## src/rtl/psum_rf_drain_ctrl_if.sv

```systemverilog
// Global-buffer write port: valid/ready handshake carrying one psum word and its address.
interface psum_rf_drain_ctrl_if #(
  parameter int unsigned DATA_BITWIDTH    = 16,
  parameter int unsigned GB_ADDR_BITWIDTH = 10
);
  logic                        valid;
  logic                        ready;
  logic [DATA_BITWIDTH-1:0]    data;
  logic [GB_ADDR_BITWIDTH-1:0] addr;

  modport master (output valid, output data, output addr, input ready);
  modport slave  (input valid, input data, input addr, output ready);
endinterface

```

## src/rtl/psum_rf_drain_ctrl.sv

```systemverilog
// psum_rf_drain_ctrl: on every en1 swap, sweeps the now-inactive psum RF bank and streams each
// word to the global buffer at base + word index through a 2-entry skid FIFO.
module psum_rf_drain_ctrl #(
  parameter int unsigned DATA_BITWIDTH    = 16,
  parameter int unsigned ADDR_BITWIDTH    = 2,
  parameter int unsigned DEPTH            = 4,
  parameter int unsigned GB_ADDR_BITWIDTH = 10
) (
  input  logic                        clk,
  input  logic                        reset,
  input  logic                        en1,
  input  logic [DATA_BITWIDTH-1:0]    out1,
  input  logic [DATA_BITWIDTH-1:0]    out2,
  input  logic                        base_load,
  input  logic [GB_ADDR_BITWIDTH-1:0] base_value,
  output logic [ADDR_BITWIDTH-1:0]    addr_from_su_adder,
  psum_rf_drain_ctrl_if.master        gb,
  output logic                        busy,
  output logic                        done,
  output logic                        overrun
);

  localparam logic [ADDR_BITWIDTH-1:0]    LastIdx  = ADDR_BITWIDTH'(DEPTH - 1);
  localparam logic [GB_ADDR_BITWIDTH-1:0] DepthInc = GB_ADDR_BITWIDTH'(DEPTH);

  typedef enum logic [1:0] {StIdle, StIssue, StFlush} state_e;

  state_e                      state_q;
  logic                        en1_q;
  logic                        bank_sel_q;
  logic [ADDR_BITWIDTH-1:0]    idx_q;
  logic                        inflight_q;
  logic [GB_ADDR_BITWIDTH-1:0] inflight_addr_q;
  logic [GB_ADDR_BITWIDTH-1:0] base_q;
  logic [DATA_BITWIDTH-1:0]    fifo_data_q [2];
  logic [GB_ADDR_BITWIDTH-1:0] fifo_addr_q [2];
  logic                        rd_ptr_q;
  logic                        wr_ptr_q;
  logic [1:0]                  count_q;
  logic                        done_q;
  logic                        overrun_q;

  logic                     swap;
  logic                     pop;
  logic                     push;
  logic                     issue;
  logic                     flush_done;
  logic [1:0]               count_d;
  logic [DATA_BITWIDTH-1:0] rd_data;

  // Handshake decode, read-issue credit and drain-completion detect
  always_comb begin
    swap    = en1 ^ en1_q;
    pop     = (count_q != 2'd0) && gb.ready;
    push    = inflight_q;
    // A slot freed by this cycle's pop may be refilled by a read issued now: 1 word/cycle
    issue   = (state_q == StIssue) &&
              (({1'b0, count_q} + {2'b00, inflight_q}) < (3'd2 + {2'b00, pop}));
    count_d = count_q + {1'b0, push} - {1'b0, pop};
    // Last word leaves the FIFO this cycle with nothing left to arrive
    flush_done = (state_q == StFlush) && !inflight_q && (count_d == 2'd0);
    rd_data = bank_sel_q ? out2 : out1;
  end

  // Swap detect, drain FSM, read issue, FIFO and base-address bookkeeping
  always_ff @(posedge clk) begin
    if (reset) begin
      state_q         <= StIdle;
      en1_q           <= en1;
      bank_sel_q      <= 1'b0;
      idx_q           <= '0;
      inflight_q      <= 1'b0;
      inflight_addr_q <= '0;
      base_q          <= '0;
      rd_ptr_q        <= 1'b0;
      wr_ptr_q        <= 1'b0;
      count_q         <= 2'd0;
      done_q          <= 1'b0;
      overrun_q       <= 1'b0;
      for (int i = 0; i < 2; i++) begin
        fifo_data_q[i] <= '0;
        fifo_addr_q[i] <= '0;
      end
    end else begin
      en1_q  <= en1;
      done_q <= 1'b0;
      if (swap) begin
        // A swap (re)starts a drain of the new inactive bank; anything pending is dropped
        if (state_q != StIdle) begin
          overrun_q <= 1'b1;
        end else if (base_load) begin
          base_q <= base_value;
        end
        state_q    <= StIssue;
        bank_sel_q <= en1;
        idx_q      <= '0;
        inflight_q <= 1'b0;
        count_q    <= 2'd0;
        rd_ptr_q   <= 1'b0;
        wr_ptr_q   <= 1'b0;
      end else begin
        if (push) begin
          fifo_data_q[wr_ptr_q] <= rd_data;
          fifo_addr_q[wr_ptr_q] <= inflight_addr_q;
          wr_ptr_q              <= ~wr_ptr_q;
        end
        if (pop) begin
          rd_ptr_q <= ~rd_ptr_q;
        end
        count_q    <= count_d;
        inflight_q <= issue;
        if (issue) begin
          inflight_addr_q <= base_q + GB_ADDR_BITWIDTH'(idx_q);
          idx_q           <= idx_q + ADDR_BITWIDTH'(1);
        end
        unique case (state_q)
          StIdle: begin
            if (base_load) begin
              base_q <= base_value;
            end
          end
          StIssue: begin
            if (issue && (idx_q == LastIdx)) begin
              state_q <= StFlush;
            end
          end
          StFlush: begin
            if (flush_done) begin
              state_q <= StIdle;
              done_q  <= 1'b1;
              base_q  <= base_load ? base_value : base_q + DepthInc;
            end
          end
          default: state_q <= StIdle;
        endcase
      end
    end
  end

  assign addr_from_su_adder = idx_q;
  assign gb.valid           = (count_q != 2'd0);
  assign gb.data            = fifo_data_q[rd_ptr_q];
  assign gb.addr            = fifo_addr_q[rd_ptr_q];
  assign busy               = (state_q != StIdle);
  assign done               = done_q;
  assign overrun            = overrun_q;

endmodule
```

## src/flat_wrapper.sv

```systemverilog
// flat-port wrapper written by rule: the top's interface ports become plain ports
module psum_rf_drain_ctrl_flat 
#(
  parameter int unsigned DATA_BITWIDTH    = 16,
  parameter int unsigned ADDR_BITWIDTH    = 2,
  parameter int unsigned DEPTH            = 4,
  parameter int unsigned GB_ADDR_BITWIDTH = 10
)
  (clk, reset, en1, out1, out2, base_load, base_value, addr_from_su_adder, busy, done, overrun, gb_valid, gb_data, gb_addr, gb_ready);
  psum_rf_drain_ctrl_if #(.DATA_BITWIDTH(DATA_BITWIDTH), .GB_ADDR_BITWIDTH(GB_ADDR_BITWIDTH)) gb_i ();
  input  logic clk;
  input  logic reset;
  input  logic en1;
  input  logic [DATA_BITWIDTH-1:0] out1;
  input  logic [DATA_BITWIDTH-1:0] out2;
  input  logic base_load;
  input  logic [GB_ADDR_BITWIDTH-1:0] base_value;
  output logic [ADDR_BITWIDTH-1:0] addr_from_su_adder;
  output logic busy;
  output logic done;
  output logic overrun;
  output wire logic [$bits(gb_i.valid)-1:0] gb_valid;
  output wire logic [$bits(gb_i.data)-1:0] gb_data;
  output wire logic [$bits(gb_i.addr)-1:0] gb_addr;
  input wire logic [$bits(gb_i.ready)-1:0] gb_ready;
  assign gb_valid = gb_i.valid;
  assign gb_data = gb_i.data;
  assign gb_addr = gb_i.addr;
  assign gb_i.ready = gb_ready;
  psum_rf_drain_ctrl #(.DATA_BITWIDTH(DATA_BITWIDTH), .ADDR_BITWIDTH(ADDR_BITWIDTH), .DEPTH(DEPTH), .GB_ADDR_BITWIDTH(GB_ADDR_BITWIDTH)) u_core (.clk(clk), .reset(reset), .en1(en1), .out1(out1), .out2(out2), .base_load(base_load), .base_value(base_value), .addr_from_su_adder(addr_from_su_adder), .gb(gb_i), .busy(busy), .done(done), .overrun(overrun));
endmodule
```

## config.mk

```make
export PLATFORM = sky130hd
export DESIGN_NAME = psum_rf_drain_ctrl_flat
export DESIGN_NICKNAME = d
export VERILOG_FILES = /design/src/rtl/psum_rf_drain_ctrl_if.sv /design/src/rtl/psum_rf_drain_ctrl.sv /design/src/flat_wrapper.sv
export SDC_FILE = /design/constraint.sdc
export NUM_CORES = 1
export LEC_CHECK = 0
export CAP_MARGIN = 15
export CORE_UTILIZATION = 52
export DETAILED_ROUTE_END_ITERATION = 6
export GPL_ROUTABILITY_DRIVEN = 0
export HOLD_SLACK_MARGIN = 0.1
export PLACE_DENSITY = 0.8
export SLEW_MARGIN = 15
export SYNTH_ARGS = -nofsm -noshare
export SYNTH_HDL_FRONTEND = slang
export SYNTH_SLANG_ARGS = --single-unit
```

## constraint.sdc

```tcl
create_clock -name clk -period 3.2 [get_ports clk]
set_clock_uncertainty 0.2 [all_clocks]
set_input_delay 0.64 -clock clk [delete_from_list [all_inputs] [get_ports clk]]
set_output_delay 0.64 -clock clk [all_outputs]
set_load 0.05 [all_outputs]
```

== Word-level counts from Yosys, hierarchy flattened ==
Memory sizes are Yosys's and may differ from the RTL's. A register that Yosys moved wholly into a read port is not among the register bits.
Cells that the tools add are included.

* Flip-flop bits (word level): 33
* Memory bits (writable): 52
* Bits of input ports: 47
* Output and inout port bits: 32
* Logic and storage cells: 86
* Memories: 2

{| class="wikitable"
|+ Memories
! name !! words !! bits a word !! rd ports !! clocked after memory_dff !! wr ports !! line !! text
|-
| u_core.fifo_data_q || 2 || 16 || 1 || 1 || 2 || psum_rf_drain_ctrl.sv:35 || <nowiki>logic [DATA_BITWIDTH-1:0] fifo_data_q [2];</nowiki>
|-
| u_core.fifo_addr_q || 2 || 10 || 1 || 1 || 2 || psum_rf_drain_ctrl.sv:36 || <nowiki>logic [GB_ADDR_BITWIDTH-1:0] fifo_addr_q [2];</nowiki>
|}

* $add $sub $neg: 7
* Order comparisons: 1
* Equal/unequal tests: 9
* Mux-type cells: 28
* Bitwise logic cells: 6
* Reduce and logical (&&, ||, !) cells: 20

{| class="wikitable"
|+ Operators by type and width
! cell !! number
|-
| 2-to-1 mux 10 bit || 6
|-
| 2-to-1 mux 16 bit || 2
|-
| one-hot mux 10 bit (2 select lines) || 1
|-
| 2-to-1 mux 1 bit || 16
|-
| OR reduction 16 bit || 1
|-
| adder 10 x 2 -> 10 bit || 1
|-
| adder 10 x 3 -> 10 bit, second input constant || 1
|-
| OR reduction 10 bit || 1
|-
| AND reduction 3 bit || 3
|-
| one-hot mux 2 bit (3 select lines) || 1
|-
| logical AND 1 bit || 5
|-
| NOT 1 bit || 5
|-
| == test 2 bit, second input constant || 2
|-
| zero test 2 bit || 2
|-
| 2-to-1 mux 2 bit || 2
|-
| != test 2 x 1 -> 1 bit, second input constant || 2
|-
| != test 2 bit, second input constant || 2
|-
| AND reduction 2 bit || 2
|-
| nonzero test 2 bit || 2
|-
| adder 2 x 1 -> 3 bit || 1
|-
| adder 2 x 1 -> 3 bit, first input constant || 1
|-
| < comparator 3 bit || 1
|-
| != test 3 x 1 -> 1 bit, second input constant || 1
|-
| != test 3 x 2 -> 1 bit, second input constant || 1
|-
| 9 further kinds || 9
|}

== Longest topological paths before layout ==
Gate-level depths: netlist (run 1).

* Depth in word-level cells: 9
* Gate-level depth with buffers: 11
* Gate-level depth less buffers: 10

== Worst setup path before layout (run 1) ==
OpenSTA, ideal clock, no wires.

* Path kind: input -> register
* Start: in reset
* End: mem u_core.fifo_addr_q[0][0] (enable)
* Arrival time: 2.224 ns
* Required time: 2.617 ns
* Slack: 0.393 ns
* Cell stages on the path: 6
* Buffers on the path: 3
* Cell sequence: clkbuf_1 nand2b_1 buf_6 or3_1 buf_6 or2b_1

{| class="wikitable"
|+ RTL lines
! item !! line !! text
|-
| start: declaration || flat_wrapper.sv:12 || <nowiki>input logic reset;</nowiki>
|-
| end: declaration || psum_rf_drain_ctrl.sv:36 ||
|}

==> results of run 1 <==
## logic make-up after synthesis
logic type                 count (synthesis)  synth area share (%)
AOI/OAI and AO/OA                         42                  6.79
buffers and inverters                     30                  3.85
muxes                                     44                  11.6
DFF                                       86                  54.8
xor gates and xnor gates                  15                  3.73
adders and majority gates                  9                  2.93
and+or+nand+nor                          142                  16.4
## power by group
group / internal (mW) / switching, mW / leakage [nW]
Clock: 0.370 / 0.405 / 0.0968
Sequential: 1.22 / 0.0392 / 0.815
Combinational: 0.161 / 0.196 / 1.00
Total: 1.75 / 0.641 / 1.91
## critical path, stage by stage, from the launching register on
cell and delay (ns):
dfxtp_1 0.31, buf_4 0.32, mux2_2 0.38, clkdlybuf4s50_1 0.72
## cell usage after synthesis, drive strengths merged (2+ instances only)
cell	count	share of area (%)
a211oi	8	1.5
a21oi	12	1.5
a22o	3	0.64
a22oi	5	0.92
and2	21	3.2
and3	2	0.34
buf	10	2.0
clkbuf	10	0.92
dfxtp	34	17
edfxtp	52	38
ha	8	2.4
inv	10	0.92
mux2	26	7.2
mux2i	18	4.4
nand2	17	1.6
nand2b	8	1.2
nand3	7	0.86
nor2	66	6.1
nor2b	2	0.31
nor3	8	0.98
nor4	3	0.46
o21ai	7	0.86
o31ai	3	0.55
or3	2	0.31
xnor2	9	2.1
xor2	5	1.1
## worst paths after layout
kind	start	to	slack, ns	depth (start not counted)
max	flop	gb_data[15]	0.27	3
min	u_core.base_q[0]	u_core.base_q[0]	0.27	2
max reg2reg	u_core.count_q[1]	u_core.base_q[3]	0.62	10
min reg2reg	u_core.base_q[0]	u_core.base_q[0]	0.27	2
## layer usage
metal	part of all wire, %	wire (um)	GRT usage (%)	vias up
li1	-	-	-	1442
met1	42	3450	24.1	1372
met5	0	0	0	-
met4	2.1	170	8.47	0
met2	51	4250	39.5	79
met3	4.7	390	4.04	16
## placed cells by master, fill, tap and decap left out, types with 9 or more instances in the layout
cell type / count
a21oi_1: 12
and2_1: 21
buf_4: 18
clkbuf_8: 9
clkdlybuf4s50_1: 68
dfxtp_1: 34
edfxtp_1: 52
inv_1: 10
mux2_2: 26
mux2i_1: 18
nand2_1: 17
nor2_1: 66
## final cells by class
type / count / area [um2] / share of cell area [%]
Multi-Input combinational cell: 252 / 1690 / 33.0
Inverter: 10 / 37.5 / 0.731
Tap cell: 99 / 124 / 2.41
Timing Repair Buffer: 87 / 836 / 16.3
Sequential cell: 86 / 2240 / 43.6
Clock inverter: 7 / 80.1 / 1.56
Clock buffer: 9 / 124 / 2.41
## stage by stage
stage / area, um2 / instances
global placement: 4930 / 534
floorplan: 4090 / 368
CTS: 5140 / 550
global route: 5140 / 550
finish: 5140 / 550
detailed placement: 4930 / 534
## registers in the layout, summed over array words and instances, names as in the netlist, 2 cells and up, named ones only
| signal | cells |
|---|---|
| u_core.inflight_addr_q | 10 |
| u_core.fifo_addr_q | 20 |
| u_core.base_q | 10 |
| u_core.fifo_data_q | 32 |
| u_core.addr_from_su_adder | 2 |
| u_core.state_q | 2 |
| u_core.count_q | 2 |
==> results.cfg, run 1 <==
[timing]
min_period_over_period_pct = 91.4
rsz0062_at_grt = false
max_freq_mhz = 342
setup_viol = 0
finalWorstSetupSlack_ns = 0.274
maxSlewViolCount = 0
relSlewSlack_pct = 38.3
finalHoldViolations = 0
fin_tns_setup_ns = 0
worst_hold_slack_ns = 0.265
worstMarginPinSlew_ns = 0.924
fin_crit_ns = 2.93

[power_and_ir_drop]
p_per_area_mw_per_mm2 = 466
p_total_mw = 2.39
p_leak_nw = 1.91
peakVddDrop_v = 0.000303

[route]
postRouteAntennaNets = 0
vias = 2909
via_per_inst = 5.29
routed_wl_um = 8260
first_pass_iters = 4
drtIter0Drc = 118
drc = 0
wl_per_cell_um = 15.0

[floorplan]
design.portCount = 79
die_area_mm2 = 0.00823
die_w_um = 90.7
num_rows = 31
fp.dieH_um = 90.7
coreArea_mm2 = 0.00745
initial_core_util_pct = 55.0

[grt]
overflow = 0
track_usage_pct = 21.4
grt_max_degree = 28
first_global_vias = 2951
antenna_found_initial = 0
grt_pass1_wl_um = 13900

[synthesis]
ys_ff_latch = 86
synth.distinct_cells = 44
synth_edf_count = 52
seq_area_frac_synth_pct = 54.8
synthFlopType = edfxtp_1
synthCells = 368
syn-num-nets = 424
ys_async_sr_fraction_pct = 0
syn-mean-instance-area_um2 = 11.1
yosysWarnings = 0
netlist_area_mm2 = 0.00409

[clock_tree]
ctsResizeCount = 0
hold_buffers = 0
numCtsBuffers = 9
clock_latency_ns = 0.35
cts_sinks = 86
htree_levels = 3
cts_tree = yes
cts_setup_buffers = 0
cts_root_buf = clkbuf_8
cts_buffer_depth = 2
path_clk_slew_ns = 0.09

[worst_setup_path]
end_kind = output pin
crit_path_start_kind = flop
crit_required_ns = 2.36
worst-path-max-fanout = 26
worstPathArrival_ns = 2.09
critPathKind = reg2out

[placed_design]
place.port_buffers = 78
pre_cts_ws_ns = 0.0976
dpl.hpwl_um = 5920

[hold_path]
hp-class = reg2reg

[finish]
layout.nets = 502
syn2layout_area_growth_pct = 25.5
n_fill_cell = 585
num_antenna_cells = 0
final_util_pct = 69.0
drive_gt1_share_pct = 14.4

[run_status]
outcome = complete, no violations

[run]
max_cap_violations = 0
Power figures use the tool's default switching activity.
==> run 2: changes to the inputs <==
Settings changed: HOLD_SLACK_MARGIN 0.1 to default.
==> results of run 2 <==
The final DEF is identical to that of run 1; final timing and power are the same.
